**src/rtl/bus_fabric.sv**
```systemverilog
// Address decoder and read-data mux for the picorv32 native memory bus.
// Holds a registered one-hot slave select per transaction, with timeout watchdog and sticky error capture.
module bus_fabric #(
   parameter int                       NUM_SLAVES = 8,
   parameter logic [32*NUM_SLAVES-1:0] SLAVE_BASE = '0,
   parameter logic [32*NUM_SLAVES-1:0] SLAVE_MASK = '0,
   parameter int                       TIMEOUT    = 255,
   parameter logic [31:0]              ERR_DATA   = 32'hDEAD_BEEF
) (
   input  logic                       clk,
   input  logic                       reset,
   input  logic                       mem_valid,
   input  logic [31:0]                mem_addr,
   output logic                       mem_ready,
   output logic [31:0]                mem_rdata,
   output logic [NUM_SLAVES-1:0]      slave_sel,
   input  logic [NUM_SLAVES-1:0]      slave_ready,
   input  logic [32*NUM_SLAVES-1:0]   slave_rdata,
   input  logic                       err_clear,
   output logic                       bus_err,
   output logic                       err_sticky,
   output logic                       err_timeout,
   output logic [31:0]                err_addr
);

   localparam int CW = (TIMEOUT > 0) ? $clog2(TIMEOUT + 1) : 1;
   localparam logic [CW-1:0] LAST = CW'((TIMEOUT > 0) ? TIMEOUT - 1 : 0);

   typedef enum logic [1:0] {IDLE, ACTIVE, ERROR} state_t;

   state_t                  state;
   state_t                  next_state;
   logic [CW-1:0]           count;
   logic                    hit;
   logic [NUM_SLAVES-1:0]   hit_onehot;
   logic                    sel_ready;
   logic [31:0]             sel_rdata;
   logic                    timeout_hit;

   // Scan from the top down so the lowest-indexed matching window is left standing.
   always_comb begin
      hit        = 1'b0;
      hit_onehot = '0;
      for (int i = NUM_SLAVES - 1; i >= 0; i--) begin
         if ((mem_addr & SLAVE_MASK[32*i +: 32]) == SLAVE_BASE[32*i +: 32]) begin
            hit           = 1'b1;
            hit_onehot    = '0;
            hit_onehot[i] = 1'b1;
         end
      end
   end

   always_comb begin
      sel_ready = 1'b0;
      sel_rdata = '0;
      for (int i = 0; i < NUM_SLAVES; i++) begin
         if (slave_sel[i]) begin
            sel_ready = slave_ready[i];
            sel_rdata = slave_rdata[32*i +: 32];
         end
      end
   end

   assign timeout_hit = (TIMEOUT != 0) && (count == LAST);

   always_ff @(posedge clk or posedge reset) begin
      if (reset) state <= IDLE;
      else       state <= next_state;
   end

   always_comb begin
      next_state = state;
      case (state)
         IDLE:    if (mem_valid) next_state = hit ? ACTIVE : ERROR;
         ACTIVE: begin
            if (sel_ready)        next_state = IDLE;
            else if (timeout_hit) next_state = ERROR;
            else if (!mem_valid)  next_state = IDLE;
         end
         ERROR:   next_state = IDLE;
         default: next_state = IDLE;
      endcase
   end

   always_comb begin
      mem_ready = 1'b0;
      mem_rdata = '0;
      bus_err   = 1'b0;
      case (state)
         ACTIVE: begin
            mem_ready = sel_ready;
            mem_rdata = sel_rdata;
         end
         ERROR: begin
            mem_ready = 1'b1;
            mem_rdata = ERR_DATA;
            bus_err   = 1'b1;
         end
         default: ;
      endcase
   end

   // The select is held for the whole transaction; the counter saturates rather than wrapping.
   always_ff @(posedge clk or posedge reset) begin
      if (reset) begin
         slave_sel <= '0;
         count     <= '0;
      end else begin
         if (state == IDLE && next_state == ACTIVE) slave_sel <= hit_onehot;
         else if (next_state != ACTIVE)             slave_sel <= '0;
         if (state != ACTIVE)                 count <= '0;
         else if (count != {CW{1'b1}})        count <= count + 1'b1;
      end
   end

   // A new error beats a simultaneous err_clear; clears are ignored while an error completes.
   always_ff @(posedge clk or posedge reset) begin
      if (reset) begin
         err_sticky  <= 1'b0;
         err_timeout <= 1'b0;
         err_addr    <= '0;
      end else if (next_state == ERROR) begin
         if (!err_sticky || err_clear) begin
            err_sticky  <= 1'b1;
            err_timeout <= (state == ACTIVE);
            err_addr    <= mem_addr;
         end
      end else if (err_clear && state != ERROR) begin
         err_sticky  <= 1'b0;
         err_timeout <= 1'b0;
         err_addr    <= '0;
      end
   end

endmodule

```
**config.mk**
```make
export PLATFORM = sky130hd
export DESIGN_NAME = bus_fabric
export DESIGN_NICKNAME = d
export VERILOG_FILES = /design/src/rtl/bus_fabric.sv
export SDC_FILE = /design/constraint.sdc
export NUM_CORES = 1
export LEC_CHECK = 0
export ABC_AREA = 1
export BUFFER_PORTS_ARGS = -buffer_cell sky130_fd_sc_hd__buf_4
export CAP_MARGIN = 10
export CORE_AREA = 3 3 145 147
export DETAILED_ROUTE_END_ITERATION = 12
export DIE_AREA = 0 0 148 150
export MAX_ROUTING_LAYER = met4
export PLACE_DENSITY_LB_ADDON = 0.3
export SLEW_MARGIN = 40
export SYNTH_ARGS = -nofsm -noshare
export SYNTH_HDL_FRONTEND = slang
export SYNTH_SLANG_ARGS = --single-unit
```
**constraint.sdc**
```tcl
create_clock -name clk -period 1.9 [get_ports clk]
set_clock_uncertainty 0.15 [all_clocks]
set_input_delay 0.19 -clock clk [delete_from_list [all_inputs] [get_ports clk]]
set_output_delay 0.19 -clock clk [all_outputs]
set_load 0.05 [all_outputs]
```
[Word-level counts from Yosys, hierarchy flattened]
Cells that the tools add are included.
Word-level totals
  register bits: 52
  bits in latches: 0
  memory bits (writable): 0
  bits in read-only memories: 0
  input port bits: 300
  output and inout port bits: 76
  word-level logic and storage cells: 62
  memories kept: 0
Operators by class
  $add $sub $neg: 1
  multipliers: 0
  divide/modulo/power cells: 0
  order comparisons: 0
  equal/unequal tests: 10
  shift-type cells: 0
  mux-type cells: 36
  bitwise logic cells: 0
  reduce and logical (&&, ||, !) cells: 9
Operator list (count)
  $mux W32: 11
  $pmux W32 S2: 1
  $mux W8: 4
  $mux W1: 14
  $add A8 B1 Y8 const B: 1
  $eq A8 B8 Y1 const B: 1
  $mux W2: 4
  $ne A8 B8 Y1 const B: 1
  $ne A2 B1 Y1 const B: 3
  $reduce_bool A2 Y1: 3
  $eq A2 B1 Y1 const B: 2
  $eq A2 B2 Y1 const B: 2
  $pmux W2 S2: 1
  $logic_and A1 B1 Y1: 2
  $logic_not A2 Y1: 1
  $ne A2 B2 Y1 const B: 1
  $pmux W1 S2: 1
  $reduce_and A2 Y1: 1
  $logic_not A1 Y1: 1
  $logic_or A1 B1 Y1: 1

[Depth between registers and ports, before layout]
Gate-level depths: netlist of run 1.
  depth in word-level cells: 13
  depth in mapped cells: 11

[Worst setup path after synthesis of run 1]
No wires, ideal clock.
  path type: reg2out
  start: register state[1]
  end: output port mem_rdata[7]
  arrival time: 2.202 ns
  data required time: 1.560 ns
  slack: -0.642 ns
  cell stages (with the launch flop): 7
  path through: dfrtp_1 -> inv_1 -> ha_1 -> buf_2 -> nand3_1 -> clkbuf_1 -> o21ai_0
Between the ends
  word-level cells in the longest chain between the ends: 2
  elaborated cells between the ends (all ways): 3
  classes of those cells: eq/ne: 2; mux: 1
RTL lines
  start: declaration: line 31  | state_t state;
  start signal: assignment: line 68  | else state <= next_state;
  $eq A2 B2 Y1 / $eq A2 B1 Y1 (equally long branches): line 89  | case (state)
  $pmux W32 S2 (*): line 89
  end: declaration: line 15  | output logic [31:0] mem_rdata,
Every way passes the cells marked *; elsewhere a longest branch is shown, timed or not.

[Worst setup path in the final report of run 1]
  start: register state[1]
  end: output port mem_rdata[28]
The elaborated chain is that of the path after synthesis.

==> flow_summary.json, run 1 <==
{
  "status": "finished, violations left",
  "violations": "negative setup slack",
  "top_layer": "met4",
  "setup_ws_ps": -95.08,
  "synth_ff_type": "dfrtp_1",
  "start_kind": "flip-flop",
  "synth_edf_count": 0,
  "cts_buffers": 5,
  "setup_viol": 30,
  "synthDominantCellAreaShare_pct": 46.54,
  "rsz0062_at_grt": "true",
  "grt_start_max_net_pins": 46,
  "hold_viol": 0,
  "leakage_nw": 2.416,
  "arrival_ps": 1660,
  "ys_types": 26,
  "hold_class": "input port to flip-flop",
  "port_buffers": 137,
  "gp_congestion": 0.7533,
  "ctsLongestPathBuffers": 2,
  "viasPerCell": 3.582,
  "powerDensity_mw_per_mm2": 749.3,
  "min_period_ps": 1995,
  "total_power_mw": 3.568,
  "yosys.cell_count.top_type": "nand3_1",
  "period_share_pct": 105.0,
  "track_usage_pct": 7.802,
  "synthTopCellsByArea": "dfrtp_1 47%, nand3_1 15%, nand2_1 7.8%",
  "synthTopCellsByCount": "71 x nand3_1, 50 x nand2_1, 47 x inv_1",
  "met2_length_mm": 3.995,
  "max_cap_violations": 0,
  "overflow": 0,
  "routed_wl_mm": 8.954,
  "final.setup.tns_ps": -2125,
  "grt_pass1_vias": 2624,
  "clock-sinks": 45,
  "clkLatencyLatePin_ps": 280,
  "antenna_found_initial": 1,
  "cp_max_fo": 19,
  "multi_input_area_mm2": 0.001371,
  "ir_drop_v": 0.0003369,
  "worst_setup_path_end_kind": "output port",
  "detail_route.wl_per_cell_um": 11.99,
  "grt_first_pass_wirelength_mm": 13.70,
  "netlist_instances": 310,
  "synth_top_area_cell": "dfrtp_1",
  "synthToLayoutAreaGrowth_pct": 96.74,
  "dp.final_hpwl_mm": 6.579,
  "die_w_um": 148,
  "yosys_warnings": 0,
  "ios": 376,
  "wl_met3_um": 930,
  "die_area_mm2": 0.02220,
  "async_flop_share_pct": 100.0,
  "final_nets": 780,
  "start_util_pct": 12.08,
  "h-tree-depth": 2,
  "drive_above_1_share_pct": 43.91,
  "met1_length_mm": 3.994,
  "ys_seq_area_share_pct": 46.54,
  "clock.fmax_mhz": 501.2,
  "die_y_um": 150,
  "core_area_mm2": 0.02004,
  "seq_area_mm2": 0.001126,
  "critPathRequiredTime_ps": 1560,
  "rows": 52,
  "slew_viol_final": 0,
  "drc": 0,
  "worstSetupPathType": "flip-flop to output port",
  "clkTransAtPathRegs_ps": 60,
  "ys_ff_latch": 45,
  "netlist_area_mm2": 0.002420,
  "num-fill-cells": 2188,
  "root_buffer": "clkbuf_16",
  "cts_tree": "yes",
  "drt_pass1_iterations": 4,
  "drt-initial-drc-count": 55,
  "ant_nets": 0,
  "via_count": 2676,
  "avgSynthCellArea_um2": 7.806
}
## through the flow
stage,cell area (um^2),utilization [%],hold slack [ps],setup WS (ps),cells
floorplan,2785,-,184.8,-74.60,316
global placement,4214,21.03,114.7,21.84,714
detailed placement,4214,21.03,109.1,-8.025,714
CTS,4740,23.65,0.1613,-108.9,746
global route,4761,23.76,8.746,-172.4,747
finish,4761,23.76,0.3068,-95.08,747
## layout by cell type, fill, tap and decap left out, types with 3 or more instances in the layout
master         synthesis  layout
dlygate4sd3_1          0      23
a21oi_1                3       3
ha_4                   0       3
buf_12                 0       8
inv_2                  1       5
nor2_1                21      12
nand2_2                0       3
buf_4                  7     118
dfrtp_1               45      45
clkbuf_1               5       3
buf_6                  3      24
nand2_1               50      47
nor2_4                 1       9
conb_1                 1       7
o21ai_4                0      23
clkbuf_16              0       5
nand3_1               71      70
inv_1                 47      43
o21ai_0               28       3
buf_8                  0       4
## cell families (layout without fill, tap and decap cells)
group,after synthesis,count (layout),share of synthesized area [%]
buffers and inverters,73,233,13.70
other,1,8,0.1550
xor gates and xnor gates,1,1,0.3620
and+or+nand+nor,147,147,27.61
AOI/OAI and AO/OA,38,38,9.049
adders and majority gates,5,5,2.585
DFF,45,45,46.54
## sequential cells by signal, indices dropped and copies added (netlist names)
signal / count
count: 8
err_addr: 32
err_sticky: 1
err_timeout: 1
slave_sel: 1
state: 2
## routing by layer
layer / vias to the layer above / track usage (%)
li1: 1308 / -
met1: 1248 / 9.950
met2: 116 / 12.19
met5: - / -
met4: 0 / 1.247
met3: 4 / 2.756
## power by group
group | switching, mW | internal, mW
sequential | 0.0447 | 1.00
combinational | 1.05 | 0.642
clock | 0.340 | 0.490
total | 1.44 | 2.13
## final cells by class
| class | instances | area share (%) |
|---|---|---|
| repair buffers | 177 | 33.75 |
| inverters | 48 | 3.784 |
| clock buffers | 8 | 2.865 |
| diodes | 1 | 0.05256 |
| flip-flops and latches | 45 | 23.65 |
| well taps | 270 | 7.096 |
| multi-input cells | 198 | 28.80 |
## worst max-delay path, cell delays in order (launching register included)
cell,delay [ps]
dfrtp_1,350
inv_2,70
ha_4,290
nand3_4,120
buf_12,210
o21ai_4,160
buf_8,160
## timing repair
action                     CTS  global route
pin swaps                    2             2
setup endpoints to repair   53            68
resized for setup           37             7
setup buffers                1             0
hold endpoints to repair    67             0
hold buffers                23             0
## path summary, 6_finish.rpt
kind	start	end	slack, ps	cells after the start
worst max-delay path	state[1]	mem_rdata[28]	-100	6
worst min-delay path	mem_addr[2]	err_addr[2]	0.3	3
worst max register to register	state[0]	err_addr[24]	110	9
worst min register to register	err_addr[1]	err_addr[1]	350	2
max in group asynchronous	reset	err_addr[23]	1020	4
min in group asynchronous	reset	err_addr[9]	340	4
Note: power is estimated with default switching activity, not from simulation.
==> run 2, diff against run 1 <==
--- a/config.mk
+++ b/config.mk
@@ -5,10 +5,9 @@
 export SDC_FILE = /design/constraint.sdc
 export NUM_CORES = 1
 export LEC_CHECK = 0
-export ABC_AREA = 1
 export BUFFER_PORTS_ARGS = -buffer_cell sky130_fd_sc_hd__buf_4
 export CAP_MARGIN = 10
-export CORE_AREA = 3 3 145 147
+export CORE_AREA = 4 4 144 146
 export DETAILED_ROUTE_END_ITERATION = 12
 export DIE_AREA = 0 0 148 150
 export MAX_ROUTING_LAYER = met4
==> flow_summary.json, run 2 <==
{
  "cp_max_fo": 8,
  "synthDominantCellAreaShare_pct": 44.84,
  "drc": 0,
  "final_common_cell": "buf_4",
  "yosys.cell_count.top_type": "dfrtp_1",
  "grt_start_max_net_pins": 35,
  "detail_route.wl_per_cell_um": 13.53,
  "die_w_um": 148,
  "netlist_area_mm2": 0.002511,
  "core_area_mm2": 0.01940,
  "synth_top_area_cell": "dfrtp_1",
  "period_share_pct": 111.0,
  "netlist_instances": 257,
  "synth_ff_type": "dfrtp_1",
  "hold_class": "input port to flip-flop",
  "clock.fmax_mhz": 474.1,
  "use_met3_pct": 4.361,
  "hold_viol": 0,
  "postLayoutCoreUtil_pct": 26.55,
  "ys_ff_latch": 45,
  "status": "finished, violations left",
  "clkLatencyLatePin_ps": 290,
  "yosys_warnings": 0,
  "ant_nets": 0,
  "synthTopCellsByArea": "dfrtp_1 45%, mux2i_1 14%, a21o_1 7.2%",
  "min_period_ps": 2109,
  "largest_register_ffs": 32,
  "synth_edf_count": 0,
  "fin_cells": 717,
  "drt-initial-drc-count": 55,
  "via_count": 2509,
  "met1_usage_pct": 9.121,
  "dpl_cell_area_mm2": 0.004036,
  "cts_tree": "yes",
  "grt_first_pass_wirelength_mm": 13.79,
  "die_area_mm2": 0.02220,
  "grt_pass1_vias": 2620,
  "ios": 376,
  "overflow": 0,
  "dp.final_hpwl_mm": 6.439,
  "cp-startpoint": "state[0]",
  "reg_top3": "err_addr: 32 flops, count: 8 flops, state: 2 flops",
  "num-fill-cells": 2062,
  "worstSetupPathType": "flip-flop to output port",
  "routed_wl_mm": 9.698,
  "cts_buffers": 5,
  "avgSynthCellArea_um2": 9.771,
  "slew_headroom_pct": 66.60,
  "setup_ws_ps": -209.2,
  "reg2reg_from": "state[0]",
  "slew_viol_final": 0,
  "track_usage_pct": 8.295,
  "placedCellCount": 660,
  "final_cell_mix": "117 x buf_4, 43 x dfrtp_1, 39 x nand2_1",
  "rows": 51,
  "worst_pin_slew_ps": 500.2,
  "final.setup.tns_ps": -9114,
  "ys_types": 35,
  "clkTransAtPathRegs_ps": 70,
  "final_area_mm2": 0.005151,
  "setup_viol": 60,
  "antenna_found_initial": 4,
  "ctsLongestPathBuffers": 2,
  "root_buffer": "clkbuf_16",
  "hold_path_depth": 3,
  "viasPerCell": 3.499,
  "reg2reg_depth": 8,
  "worst_setup_path_end_kind": "output port",
  "clock-sinks": 45,
  "hold_start": "mem_addr[14]",
  "multi_input_area_mm2": 0.001319,
  "ir_drop_v": 0.0003308,
  "final_nets": 752,
  "drive_above_1_share_pct": 50.22,
  "arrival_ps": 1770,
  "drt_pass1_iterations": 4,
  "regMostFlops": "err_addr",
  "rsz0062_at_grt": "true",
  "seq_area_mm2": 0.001129,
  "h-tree-depth": 2,
  "start_util_pct": 12.95,
  "port_buffers": 137,
  "async_flop_share_pct": 100.0,
  "die_y_um": 150,
  "met2_usage_pct": 13.38,
  "max_cap_violations": 0,
  "gp_congestion": 0.7984,
  "powerDensity_mw_per_mm2": 733.8,
  "ys_seq_area_share_pct": 44.84,
  "leakage_nw": 2.809,
  "synthToLayoutAreaGrowth_pct": 105.1,
  "synthTopCellsByCount": "45 x dfrtp_1, 40 x nand2_1, 39 x inv_1",
  "critPathRequiredTime_ps": 1560,
  "violations": "negative setup slack",
  "top_usage_layer": "met2",
  "start_kind": "flip-flop"
}
[run 2: worst max-delay path, cell delays in order, from the launching register on]
cell and delay [ps]:
dfrtp_2 440, inv_2 90, ha_4 200, and3_4 210, clkbuf_16 170, a21o_2 210
buf_6 150
[run 2: logic make-up (layout without fill, tap and decap cells)]
family | Yosys count | in the layout | synth area share (%)
muxes | 34 | 34 | 13.55
DFF | 45 | 45 | 44.84
other | 1 | 11 | 0.1493
adders and majority gates | 5 | 5 | 2.491
AOI/OAI and AO/OA | 41 | 41 | 12.26
buffers and inverters | 61 | 246 | 12.81
xor gates and xnor gates | 2 | 2 | 0.6977
and+or+nand+nor | 68 | 68 | 13.20
[run 2: final timing paths]
kind / end / slack [ps]
hold / removal: err_addr[14] / 10
setup reg to reg: err_addr[12] / -150
max in group asynchronous: err_addr[23] / 740
hold reg to reg: err_addr[10] / 380
min in group asynchronous: err_addr[20] / 320
setup / recovery: mem_rdata[30] / -210
[run 2: where the power goes]
group / total [mW] / internal (mW) / switching (mW)
combinational: 1.65 / 0.816 / 0.830
clock: 1.08 / 0.658 / 0.420
sequential: 1.06 / 1.00 / 0.0523
[run 2: final cells by class]
| class | count | share of cell area, % |
|---|---|---|
| timing repair buffer | 199 | 39.59 |
| antenna | 4 | 0.1943 |
| tap | 265 | 6.437 |
| clock buffer | 6 | 2.696 |
| clock inverter | 2 | 0.7287 |
| sequential | 45 | 21.91 |
| multi-input combinational | 157 | 25.60 |
| inverter | 39 | 2.842 |
[run 2: per-layer routing]
metal / wire (um) / up-vias
met5: 0 / -
met4: 91 / 0
met3: 1094 / 4
met2: 4452 / 126
met1: 4060 / 1174
li1: - / 1205
[run 2: repair_timing]
item,4_1_cts,5_1_grt
buffers inserted,2,4
cloned,2,6
hold buffers,32,0
gates resized for setup,52,47
setup endpoints to repair,66,67
pin swaps,3,30
hold endpoints to repair,50,0
[run 2: through the flow]
step / setup slack (ps) / total power, mW / hold WS [ps]
after CTS: -254.0 / 3.631 / 6.367
after global routing: -267.7 / 3.969 / 11.20
final: -209.2 / 3.780 / 10.83
after global placement: -78.79 / 2.287 / 114.9
after detailed placement: -149.0 / 2.302 / 117.5
after floorplan: -49.87 / 1.846 / 167.2
